$ cat src/rtl/control_unit.sv
// control_unit: hardwired Moore control sequencer driving datapath strobes through fetch (T0-T2)
// and an opcode-dependent execute sequence (T3-T7), with Stop/halt handling.
module control_unit (
    input  logic        Clock,
    input  logic        Reset_n,
    input  logic [31:0] IR,
    input  logic        Stop,
    output logic        PCout,
    output logic        MDRout,
    output logic        ZLOout,
    output logic        Cout,
    output logic        Rout,
    output logic        BAout,
    output logic        PCin,
    output logic        MARin,
    output logic        MDRin,
    output logic        IRin,
    output logic        Yin,
    output logic        Zin,
    output logic        Rin,
    output logic        Gra,
    output logic        Grb,
    output logic        Grc,
    output logic        Read,
    output logic        write,
    output logic        IncPC,
    output logic        Run
);
    localparam logic [4:0] OP_LD   = 5'b00000;
    localparam logic [4:0] OP_LDI  = 5'b00001;
    localparam logic [4:0] OP_ST   = 5'b00010;
    localparam logic [4:0] OP_ADD  = 5'b00011;
    localparam logic [4:0] OP_SUB  = 5'b00100;
    localparam logic [4:0] OP_AND  = 5'b00101;
    localparam logic [4:0] OP_OR   = 5'b00110;
    localparam logic [4:0] OP_ADDI = 5'b01100;
    localparam logic [4:0] OP_ANDI = 5'b01101;
    localparam logic [4:0] OP_ORI  = 5'b01110;
    localparam logic [4:0] OP_NOP  = 5'b11010;
    localparam logic [4:0] OP_HALT = 5'b11011;

    // Encoding order matters: every state but T7 and HALT advances by +1.
    typedef enum logic [3:0] {
        S_RESET, S_T0, S_T1, S_T2, S_T3, S_T4, S_T5, S_T6, S_T7, S_HALT
    } state_t;

    typedef struct packed {
        logic pc_out, mdr_out, zlo_out, c_out, r_out, ba_out;
        logic pc_in, mar_in, mdr_in, ir_in, y_in, z_in, r_in;
        logic gra, grb, grc, rd, wr, inc_pc, run;
    } ctl_t;

    state_t     r_state;
    state_t     w_next;
    logic [4:0] r_op;
    logic [4:0] w_op;
    ctl_t       r_ctl;
    logic       w_alu;
    logic       w_imm;
    logic       w_mem;
    logic       w_end;
    logic       w_unused;

    function automatic ctl_t decode(input state_t s, input logic [4:0] op);
        ctl_t c;
        logic alu, imm, base, mem;
        alu  = op inside {OP_ADD, OP_SUB, OP_AND, OP_OR};
        imm  = op inside {OP_ADDI, OP_ANDI, OP_ORI};
        base = op inside {OP_LDI, OP_LD, OP_ST};
        mem  = op inside {OP_LD, OP_ST};
        c = '0;
        c.run = s != S_HALT;
        case (s)
            S_T0: begin c.pc_out = 1'b1; c.mar_in = 1'b1; end
            S_T1: begin c.rd = 1'b1; c.mdr_in = 1'b1; c.pc_in = 1'b1; c.inc_pc = 1'b1; end
            S_T2: begin c.mdr_out = 1'b1; c.ir_in = 1'b1; end
            S_T3: begin
                c.grb    = alu | imm | base;
                c.y_in   = alu | imm | base;
                c.r_out  = alu | imm;
                c.ba_out = base;
            end
            S_T4: begin c.grc = alu; c.r_out = alu; c.c_out = !alu; c.z_in = 1'b1; end
            S_T5: begin c.zlo_out = 1'b1; c.gra = !mem; c.r_in = !mem; c.mar_in = mem; end
            S_T6: begin c.rd = op == OP_LD; c.mdr_in = 1'b1; c.gra = op == OP_ST; c.r_out = op == OP_ST; end
            S_T7: begin c.mdr_out = op == OP_LD; c.gra = op == OP_LD; c.r_in = op == OP_LD; c.wr = op == OP_ST; end
            default: ;
        endcase
        return c;
    endfunction

    always_comb begin
        w_alu = r_op inside {OP_ADD, OP_SUB, OP_AND, OP_OR, OP_ADDI, OP_ANDI, OP_ORI, OP_LDI};
        w_mem = r_op inside {OP_LD, OP_ST};
        w_imm = w_alu | w_mem;
        w_end = (r_state == S_T3 && !w_imm && r_op != OP_HALT) || (r_state == S_T5 && !w_mem)
              || r_state == S_T7;
        w_op  = r_state == S_T2 ? IR[31:27] : r_op;
        w_next = (r_state == S_HALT || (r_state == S_T3 && r_op == OP_HALT) || (w_end && Stop)) ? S_HALT
               : w_end ? S_T0 : state_t'(r_state + 4'd1);
    end

    // Strobes are registered from the next state so they come straight off flops.
    always_ff @(posedge Clock or negedge Reset_n) begin
        if (!Reset_n) begin
            r_state <= S_RESET;
            r_op    <= '0;
            r_ctl   <= decode(S_RESET, 5'b00000);
        end else begin
            r_state <= w_next;
            r_op    <= w_op;
            r_ctl   <= decode(w_next, w_op);
        end
    end

    assign w_unused = &{1'b0, IR[26:0], OP_NOP};
    assign {PCout, MDRout, ZLOout, Cout, Rout, BAout, PCin, MARin, MDRin, IRin, Yin, Zin, Rin,
            Gra, Grb, Grc, Read, write, IncPC, Run} = r_ctl;
endmodule

$ cat config.mk
export PLATFORM = sky130hd
export DESIGN_NAME = control_unit
export DESIGN_NICKNAME = d
export VERILOG_FILES = /design/src/rtl/control_unit.sv
export SDC_FILE = /design/constraint.sdc
export NUM_CORES = 1
export LEC_CHECK = 0
export BUFFER_PORTS_ARGS = -buffer_cell sky130_fd_sc_hd__clkbuf_2
export CAP_MARGIN = 20
export CELL_PAD_IN_SITES_DETAIL_PLACEMENT = 1
export CELL_PAD_IN_SITES_GLOBAL_PLACEMENT = 2
export CORE_MARGIN = 1
export CORE_UTILIZATION = 28
export DETAILED_ROUTE_END_ITERATION = 8
export PLACE_DENSITY_LB_ADDON = 0.1
export RECOVER_POWER = 50
export SYNTH_ARGS = -nofsm -noshare
export SYNTH_HDL_FRONTEND = slang
export SYNTH_SLANG_ARGS = --single-unit
export TNS_END_PERCENT = 20
$ cat constraint.sdc
create_clock -name Clock -period 2.79 [get_ports Clock]
set_input_delay 0.558 -clock Clock [delete_from_list [all_inputs] [get_ports Clock]]
set_output_delay 0.558 -clock Clock [all_outputs]
set_load 0.1 [all_outputs]
==> results of run 1 <==
-- metrics by stage --
step                      power [W]  setup slack, ns  utilization
final                       0.00204            0.459        0.351
after global routing        0.00219            0.232        0.351
after CTS                   0.00207            0.436        0.353
after detailed placement    0.00184            0.475        0.343
after global placement      0.00183            0.556        0.343
after floorplan             0.00155            0.851            -
-- logic make-up (layout without fill, tap and decap cells) --
group,count (synthesis),in the layout
fa+ha+maj,4,4
xor+xnor,3,3
buf+inv,12,45
simple gates,64,64
compound gates,22,22
flops,27,27
mux,8,8
-- cells in the mapped netlist, drive strengths merged (2+ instances only) --
master | count | share of area
mux2i | 5 | 0.038
a211o | 2 | 0.012
nor4 | 4 | 0.028
nor3 | 10 | 0.035
a211oi | 2 | 0.014
nand4 | 2 | 0.0088
a21oi | 5 | 0.018
ha | 4 | 0.035
nand3b | 7 | 0.037
inv | 6 | 0.016
nand2 | 14 | 0.037
nor2 | 12 | 0.032
mux2 | 3 | 0.024
xor2 | 2 | 0.012
buf | 4 | 0.026
o21ai | 7 | 0.025
nand3 | 4 | 0.014
dfrtp | 26 | 0.46
nor2b | 2 | 0.0088
-- metal layers --
layer | track usage | part of all wire
met1 | 0.195 | 0.49
met2 | 0.239 | 0.47
met3 | 0.0165 | 0.021
met4 | 0.0513 | 0.013
met5 | 0 | 0
-- worst max-delay path, stage by stage (launching register included) --
cell                       delay (ns)
sky130_fd_sc_hd__dfrtp_1         0.45
sky130_fd_sc_hd__ha_1            0.25
sky130_fd_sc_hd__nor3b_4         0.33
sky130_fd_sc_hd__buf_4           0.20
sky130_fd_sc_hd__mux2i_2         0.30
sky130_fd_sc_hd__xor2_1          0.12
sky130_fd_sc_hd__a211oi_1        0.39
sky130_fd_sc_hd__and3_1          0.22
-- registers in the layout, indices dropped and copies added, names as in the netlist --
name	count
write	1
IncPC	1
Read	1
PCout	1
r_op	5
BAout	1
Grc	1
IRin	1
Run	1
Zin	1
Rin	1
Gra	1
MDRin	1
Rout	1
ZLOout	1
r_state	4
MARin	1
Grb	1
Cout	1
MDRout	1
-- power by group --
group | switching [W] | total, W | internal [W] | leakage (nW)
Combinational | 0.000847 | 0.00119 | 0.000347 | 0.399
Clock | 0.000121 | 0.000223 | 0.000101 | 0.0217
Sequential | 0.000117 | 0.000619 | 0.000503 | 0.354
Total | 0.00108 | 0.00204 | 0.000951 | 0.774
-- final cells by class --
type | count | area, um^2 | area share
Clock inverter | 1 | 7.51 | 0.00444
Sequential cell | 27 | 677 | 0.400
Multi-Input combinational cell | 101 | 674 | 0.399
Clock buffer | 3 | 41.3 | 0.0244
Tap cell | 67 | 83.8 | 0.0496
Timing Repair Buffer | 35 | 184 | 0.109
Inverter | 6 | 22.5 | 0.0133
-- path summary, 6_finish.rpt --
check / to / from / cells past startpoint
setup / recovery: Grc / r_state[0] / 7
hold / removal: r_op[0] / IR[27] / 3
setup reg to reg: Grc / r_state[0] / 7
hold reg to reg: r_state[0] / r_state[0] / 1
max in group asynchronous: MDRout / Reset_n / 1
min in group asynchronous: r_op[2] / Reset_n / 1
==> results.md, run 1 <==
* Primary flip-flop cell chosen by synthesis mapping: sky130_fd_sc_hd__dfrtp_1
* Critical Path Sink Type: flop
* Maximum frequency from static timing analysis at 429 MHz
* Total die area at 5380 um^2
* Run status: completed
* Setup violators final at 0
* Seq/Total Area, Yosys at 0.475
* Setup repair after global routing missed its margin: no
* Hold_ws at 0.518 ns
* Clock skew at 0.00424 ns
* Cells after Synth at 140
* Number of CTS-inserted buffers at 3
* Number of iterations in the first detailed-routing pass at 3
* Number of clock sinks seen by CTS at 27
* Number of max-capacitance violations reported at 0
* Count of yosys warnings during synthesis at 0
* Port Buffers at 27
* Initial standard-cell utilization of the core at 0.296
* Worst reg-to-reg setup slack at 0.46 ns
* Slew headroom at 0.0278
* Share of synthesized cell area in and, or, nand and nor gates at 0.255
* Final RePlAce weighted congestion at 0.823
* DR vias/cell at 4.74
* Path type of the worst setup path: flop to flop
* Startpoint class of the critical path: flop
* Detailed-route via count at 1138
* Core Region at 4820 um^2
* DR DRC count at 0
* Largest net degree at the start of global routing at 28
* Nets@finish at 213
* Largest vdd supply drop at 0.652 mV
* Commonest non-fill, non-tap cells in the layout: sky130_fd_sc_hd__dfrtp_1, sky130_fd_sc_hd__clkbuf_2, sky130_fd_sc_hd__nand2_1
* Number of placement rows at 25
* CTS max path bufs at 2
* Total global routing track utilization at 0.144
* Most frequent standard cell in the layout excluding fill and tap cells: sky130_fd_sc_hd__dfrtp_1
* WL per Instance at 14.3 um
* Number of global-route vias before repair at 1190
* Clock insertion delay at the later pin of the skew report at 0.27 ns
* Leakage power of the design at 0.774 nW
* Arrival time at the worst endpoint at 2.54 ns
* Fillcell total at 582
* Antenna diodes at 0
* Post-route standard cell area excluding fillers at 1690 um^2
* Post-CTS clock slew at the launch and capture registers of the worst setup and hold paths at 0.09 ns
* GRT Residual Overflow at 0
* Clock tree from TritonCTS: yes
* Post-cts gate resize count at 0
* Proportion of synthesized area in mux cells at 0.0615
* Power density of the placed cells at 1200 nW/um^2
* Largest fanout of any net on the critical path at 6
* First-pass GRT wire length at 5870 um
* Detailed Route Iter0 Violations at 28
* Layout-stage area growth over the synthesis result at 18.6%
* Type of the most critical hold path: primary input to flop
* Total negative slack for setup checks at 0 ns
* Area fraction in compound gates after synthesis at 0.104
* Seq cells post-synth at 27
* Post-synthesis average cell area at 10.2 um^2
* Final max-slew violation count at 0
* Post-CTS setup-driven buffer insertion count at 0
* Summed instance area of the synthesized netlist at 1430 um^2
* Post-synth EDFFs at 0
* Required time at the worst-slack endpoint at 3.00 ns
* Number of ports placed on the die boundary at 55
* Distinct cell type count after synthesis at 42
* Post-layout minimum cycle time at 2.33 ns
* H-tree depth reported by CTS at 1
* Detailed-route wire length at 3440 um
* Share of flip-flops with an asynchronous set or reset at 1.00
* Cell total after placement at 236
* Hold_buf cts at 0
* Final Hold Vio Count at 0
* Y dimension of the die at 73.3 um
* Dominant combinational cell family by area after synthesis: simple AND/OR/NAND/NOR gates
* Post-Synth Adder-Cell Area at 0.0351
* Number of antenna violations at the first check in global routing at 0
* Die width at 73.3 um
* Detailed placement HPWL at 2730 um
* XOR/XNOR share of the synthesized area at 0.0184
* Ratio of final minimum period to clock period at 0.836
* Actual slew at the worst max-slew pin at 1.46 ns
* Cell area reported after detailed placement at 1650 um^2
* Number of nets produced by synthesis at 179
* Number of standard cells in the final layout excluding fillers at 240
* Share of layout cells above drive strength 1 at 0.243
* Clock root cell: sky130_fd_sc_hd__clkbuf_8
* Number of nets with antenna violations after routing at 0
Note: power is estimated with default switching activity, not from simulation.
==> inputs of run 2 (changes only) <==
Clock period 2.79 ns to 2.3 ns, I/O delays scaled along.
==> run 2 against run 1 <==
Compared with the run above: clock-buffer cell count unchanged; setup slack got worse by 0.34 ns; global-route usage up 0.067 points; via count shrank 0.26%; clock power rose by 25%; flip-flop and latch count unchanged; die area unchanged; wire length is 4.2% higher; final area increased by 2.4%; core utilization increased by 0.86 points; non-clock buffer count rose by 3; clock skew shrank 0.0026 ns; critical path type unchanged; critical endpoint is now Rout; largest cell class is now multi-input combinational cells; largest power group unchanged; highest routed layer unchanged.
==> results.md, run 2 (synthesis results as in run 1) <==
* Post-route standard cell area excluding fillers at 1730 um^2
* Worst slack after detailed placement at -0.0102 ns
* Relative contribution of sequential cells to total power at 0.288
* Critical path's slowest cell: sky130_fd_sc_hd__dfrtp_1
* Detailed-route wire length at 3580 um
* Largest fanout of any net on the critical path at 4
* Actual slew at the worst max-slew pin at 1.46 ns
* Run status: completed
* Detailed-route via count at 1135
* Number of global-route vias before repair at 1176
* Initial standard-cell utilization of the core at 0.296
* Met1 routing resource usage after global routing at 0.187
* Leakage power of the design at 0.787 nW
* Number of nets with antenna violations after routing at 0
* Number of clock sinks seen by CTS at 27
* Type of the most critical hold path: primary input to flop
* DR DRC count at 0
* Core Region at 4820 um^2
* Cell area reported after detailed placement at 1680 um^2
* Setup repair after global routing missed its margin: no
* Setup violators final at 0
* Largest register FFs at 5
* Biggest regs: r_op (5), r_state (4)
* Final max-slew violation count at 0
* Critical Path Sink Type: flop
* Number of antenna violations at the first check in global routing at 0
* Fraction of power consumed by the clock network at 0.110
* Total global routing track utilization at 0.145
* Peak-usage layer in the global routing report: met2
* Library cell appearing most often on the critical path: sky130_fd_sc_hd__a211o_1
* Clock root cell: sky130_fd_sc_hd__clkbuf_8
* Largest vdd supply drop at 0.534 mV
* Number of max-capacitance violations reported at 0
* Commonest non-fill, non-tap cells in the layout: sky130_fd_sc_hd__dfrtp_1, sky130_fd_sc_hd__clkbuf_2, sky130_fd_sc_hd__nand2_1
* Crit path max-delay family: compound AO/OA/AOI/OAI gates
* Required time at the worst-slack endpoint at 2.51 ns
* WL per Instance at 14.7 um
* GRT Residual Overflow at 0
* Arrival time at the worst endpoint at 2.39 ns
* Clock tree from TritonCTS: yes
* Most frequent standard cell in the layout excluding fill and tap cells: sky130_fd_sc_hd__dfrtp_1
* Nets@finish at 216
* Startpoint class of the critical path: flop
* Post-CTS clock slew at the launch and capture registers of the worst setup and hold paths at 0.10 ns
* Number of buffer and inverter instances along the worst setup path at 0
* Fillcell total at 590
* Worst setup margin at 0.123 ns
* Net switching power at 0.00135 W
* Largest net degree at the start of global routing at 28
* Detailed placement HPWL at 2870 um
* Layout-stage area growth over the synthesis result at 21.5%
* Total die area at 5380 um^2
* Port Buffers at 27
* CTS max path bufs at 2
* Register with the most flip-flops: r_op
* Path type of the worst setup path: flop to flop
* Y dimension of the die at 73.3 um
* Number of CTS-inserted buffers at 3
* Post-CTS setup-driven buffer insertion count at 0
* Clock skew at 0.00167 ns
* DR vias/cell at 4.67
* Power density of the placed cells at 1470 nW/um^2
* Fraction of met3 tracks used by global routing at 0.0219
* Clock insertion delay at the later pin of the skew report at 0.27 ns
* Critical Path, Cell by Cell: ha_2 > nor3b_4 > mux2_2 > a211o_1 > a211o_1 > a21boi_2
* Final RePlAce weighted congestion at 0.811
* Share of layout cells above drive strength 1 at 0.267
* Final Hold Vio Count at 0
* Total negative slack for setup checks at 0 ns
* Hold_buf cts at 0
* Slew headroom at 0.0258
* Pint at 0.00119 W
* Critical path's largest stage delay at 0.42 ns
* Post-layout minimum cycle time at 2.18 ns
* H-tree depth reported by CTS at 1
* Number of iterations in the first detailed-routing pass at 4
* Power share of the combinational group at 0.602
* Ratio of final minimum period to clock period at 0.947
* Antenna diodes at 0
* Met2 Track Usage GR at 0.247
* Detailed Route Iter0 Violations at 33
* First-pass GRT wire length at 5840 um
* Maximum frequency from static timing analysis at 459 MHz
* Die width at 73.3 um
* Number of placement rows at 25
* Number of ports placed on the die boundary at 55
* Net switching fraction of the power at 0.532
[run 2: cell count changes in the layout (fill, tap and decap cells not counted)]
cell	delta
sky130_fd_sc_hd__buf_4	+3
sky130_fd_sc_hd__a211oi_1	-1
sky130_fd_sc_hd__a211oi_2	+1
sky130_fd_sc_hd__clkbuf_1	+1
sky130_fd_sc_hd__clkbuf_2	-1
sky130_fd_sc_hd__ha_1	-1
sky130_fd_sc_hd__ha_2	+1
sky130_fd_sc_hd__mux2i_1	-1
sky130_fd_sc_hd__mux2i_4	+1
[run 2: final timing paths]
kind                                   end  cells after the start  slack, ns       start
worst max-delay path                  Rout                      6       0.12  r_state[1]
worst min-delay path               r_op[0]                      3       0.43      IR[27]
worst max register to register        Rout                      6       0.12  r_state[1]
worst min register to register     r_op[0]                      2       0.61     r_op[0]
max in group asynchronous       r_state[1]                      1       0.94     Reset_n
min in group asynchronous          r_op[2]                      1       0.51     Reset_n
[run 2: worst min-delay path, cell delays in order]
cell	delay, ns
sky130_fd_sc_hd__clkbuf_2	0.10
sky130_fd_sc_hd__nand2_1	0.06
sky130_fd_sc_hd__nand2_1	0.05
[run 2: final cells by class]
type / count / area, um^2 / share of cell area
inverters: 6 / 22.5 / 0.0130
well taps: 67 / 83.8 / 0.0484
multi-input cells: 101 / 694 / 0.401
flip-flops and latches: 27 / 677 / 0.391
repair buffers: 38 / 205 / 0.118
clock buffers: 3 / 41.3 / 0.0238
clock inverters: 1 / 7.51 / 0.00434
[run 2: per-layer routing]
metal	vias up	wire length [um]
li1	563	-
met1	553	1690
met2	15	1770
met3	4	80
met4	0	41
met5	-	0
[run 2: repair_timing]
| item | 4_1_cts | 5_1_grt |
|---|---|---|
| gates resized for setup | 1 | 3 |
| endpoints found under the setup margin | 1 | 2 |
| cloned | 0 | 0 |
[run 2: stage by stage]
step	hold WS (ns)	power, W	cells	utilization
floorplan	0.164	0.00188	140	-
global placement	0.525	0.00225	239	0.348
detailed placement	0.538	0.00227	239	0.348
CTS	0.230	0.00257	243	0.359
global route	0.465	0.00273	243	0.359
finish	0.428	0.00254	243	0.359
[run 2: power by group through the flow]
stage / Sequential, W / Combinational, W / Clock (W)
after floorplan: 0.00113 / 0.000747 / 0
after global placement: 0.000735 / 0.00152 / 0
after detailed placement: 0.000743 / 0.00153 / 0
after CTS: 0.000733 / 0.00154 / 0.000290
after global routing: 0.000747 / 0.00167 / 0.000307
final: 0.000733 / 0.00153 / 0.000279
==> inputs of run 3 (changes only) <==
Settings changed: RECOVER_POWER 50 to default.
==> run 3 against run 2 <==
Compared with the run above: combinational power is essentially flat; sequential power is essentially flat; sequential share of layout area shrank 0.28 points; first-iteration DRC count unchanged; setup slack is essentially flat; worst hold slack got worse by 0.22 ns; clock power is essentially flat; core utilization grew 0.26 points.
==> results.md, run 3 (synthesis results as in run 1) <==
* Run status: completed
* Clock insertion delay at the later pin of the skew report at 0.27 ns
* Hold_buf cts at 0
* Register with the most flip-flops: r_op
* Number of max-capacitance violations reported at 0
* Initial standard-cell utilization of the core at 0.296
* Number of ports placed on the die boundary at 55
* Final RePlAce weighted congestion at 0.811
* Required time at the worst-slack endpoint at 2.51 ns
* Largest net degree at the start of global routing at 28
* Y dimension of the die at 73.3 um
* Logic depth of the worst register-to-register path at 6
* DR vias/cell at 4.67
* Largest vdd supply drop at 0.534 mV
* Peak-usage layer in the global routing report: met2
* Ratio of final minimum period to clock period at 0.946
* Antenna diodes at 0
* Clock root cell: sky130_fd_sc_hd__clkbuf_8
* Post-layout minimum cycle time at 2.18 ns
* Startpoint class of the critical path: flop
* Post-CTS setup-driven buffer insertion count at 0
* Total negative slack for setup checks at 0 ns
* Path type of the worst setup path: flop to flop
* Share of layout cells above drive strength 1 at 0.324
* Slew headroom at 0.545
* Total global routing track utilization at 0.145
* Setup repair after global routing missed its margin: no
* Number of global-route vias before repair at 1176
* WL per Instance at 14.7 um
* GRT Residual Overflow at 0
* Number of clock sinks seen by CTS at 27
* Detailed-route via count at 1136
* Number of nets with antenna violations after routing at 0
* Leakage power of the design at 0.821 nW
* Met1 routing resource usage after global routing at 0.187
* Core Region at 4820 um^2
* Number of CTS-inserted buffers at 3
* Arrival time at the worst endpoint at 2.39 ns
* Number of placement rows at 25
* Met2 Track Usage GR at 0.247
* Final max-slew violation count at 0
* Type of the most critical hold path: primary input to async pin
* Biggest regs: r_op (5), r_state (4)
* Maximum frequency from static timing analysis at 459 MHz
* DR DRC count at 0
* H-tree depth reported by CTS at 1
* Post-CTS clock slew at the launch and capture registers of the worst setup and hold paths at 0.10 ns
* Port Buffers at 27
* Most frequent standard cell in the layout excluding fill and tap cells: sky130_fd_sc_hd__clkbuf_2
* Critical path's slowest cell: sky130_fd_sc_hd__dfrtp_1
* CTS max path bufs at 2
* Critical Path, Cell by Cell: ha_2 > nor3b_4 > mux2_2 > a211o_1 > a211o_1 > a21boi_2
* Final Hold Vio Count at 0
* Power density of the placed cells at 1460 nW/um^2
* Detailed-route wire length at 3570 um
* Setup violators final at 0
* Number of antenna violations at the first check in global routing at 0
* Critical Path Sink Type: flop
* Die width at 73.3 um
* Worst slack after detailed placement at -0.0102 ns
* Clock skew at 0.00183 ns
* First-pass GRT wire length at 5840 um
* Critical path's largest stage delay at 0.42 ns
* Post-layout util at 0.362
* Library cell appearing most often on the critical path: sky130_fd_sc_hd__a211o_1
* Total die area at 5380 um^2
* Layout-stage area growth over the synthesis result at 22.4%
* Fraction of met3 tracks used by global routing at 0.0219
* Largest register FFs at 5
* Commonest non-fill, non-tap cells in the layout: sky130_fd_sc_hd__clkbuf_2, sky130_fd_sc_hd__dfrtp_1, sky130_fd_sc_hd__nand2_1
* Nets@finish at 216
* Worst setup margin at 0.123 ns
* Detailed placement HPWL at 2870 um
* Detailed Route Iter0 Violations at 33
* Clock tree from TritonCTS: yes
* Number of iterations in the first detailed-routing pass at 4
* Largest fanout of any net on the critical path at 4
* Actual slew at the worst max-slew pin at 0.683 ns
run 3: cell count changes in the layout (fill, tap and decap cells not counted):
cell	before	now
sky130_fd_sc_hd__clkbuf_1	10	0
sky130_fd_sc_hd__clkbuf_2	17	27
run 3: layout make-up:
type | count | area (um^2)
clock buffer | 3 | 41.3
timing repair buffer | 38 | 218
inverter | 6 | 22.5
tap | 67 | 83.8
multi-input combinational | 101 | 694
fill | 583 | 3070
clock inverter | 1 | 7.51
sequential | 27 | 677
run 3: critical path: cells and delay by family (launching register included):
family / cells / cell delay (ns)
mux: 1 / 0.41
fa+ha+maj: 1 / 0.23
compound gates: 3 / 0.71
flops: 1 / 0.42
simple gates: 1 / 0.34
run 3: per-stage QoR:
| step | std cells | hold WS (ns) | total power, W | area, um^2 |
|---|---|---|---|---|
| floorplan | 140 | 0.164 | 0.00188 | 1430 |
| global placement | 239 | 0.525 | 0.00225 | 1680 |
| detailed placement | 239 | 0.538 | 0.00227 | 1680 |
| CTS | 243 | 0.230 | 0.00257 | 1730 |
| global route | 243 | 0.246 | 0.00274 | 1740 |
| finish | 243 | 0.204 | 0.00255 | 1740 |
run 3: what timing repair did:
item	4_1_cts	5_1_grt
resized for setup	1	3
endpoints found under the setup margin	1	2
hold endpoints to repair	0	0
run 3: layer usage:
metal / vias to the layer above / part of all wire
li1: 563 / -
met1: 554 / 0.47
met3: 4 / 0.020
met2: 15 / 0.49
met4: 0 / 0.011
met5: - / 0
run 3: where the power goes:
group          internal, W  switching (W)  total (W)
registers         0.000610       0.000123   0.000733
logic             0.000465        0.00107    0.00154
clock network     0.000123       0.000155   0.000279
total              0.00120        0.00135    0.00255
run 3: worst paths after layout:
check / from / end / slack, ns
max: r_state[1] / Rout / 0.12
min: Reset_n / r_op[2] / 0.20
max reg2reg: r_state[1] / Rout / 0.12
min reg2reg: r_op[0] / r_op[0] / 0.61
max in group asynchronous: Reset_n / r_state[1] / 1.66
min in group Clock: IR[27] / r_op[0] / 0.43
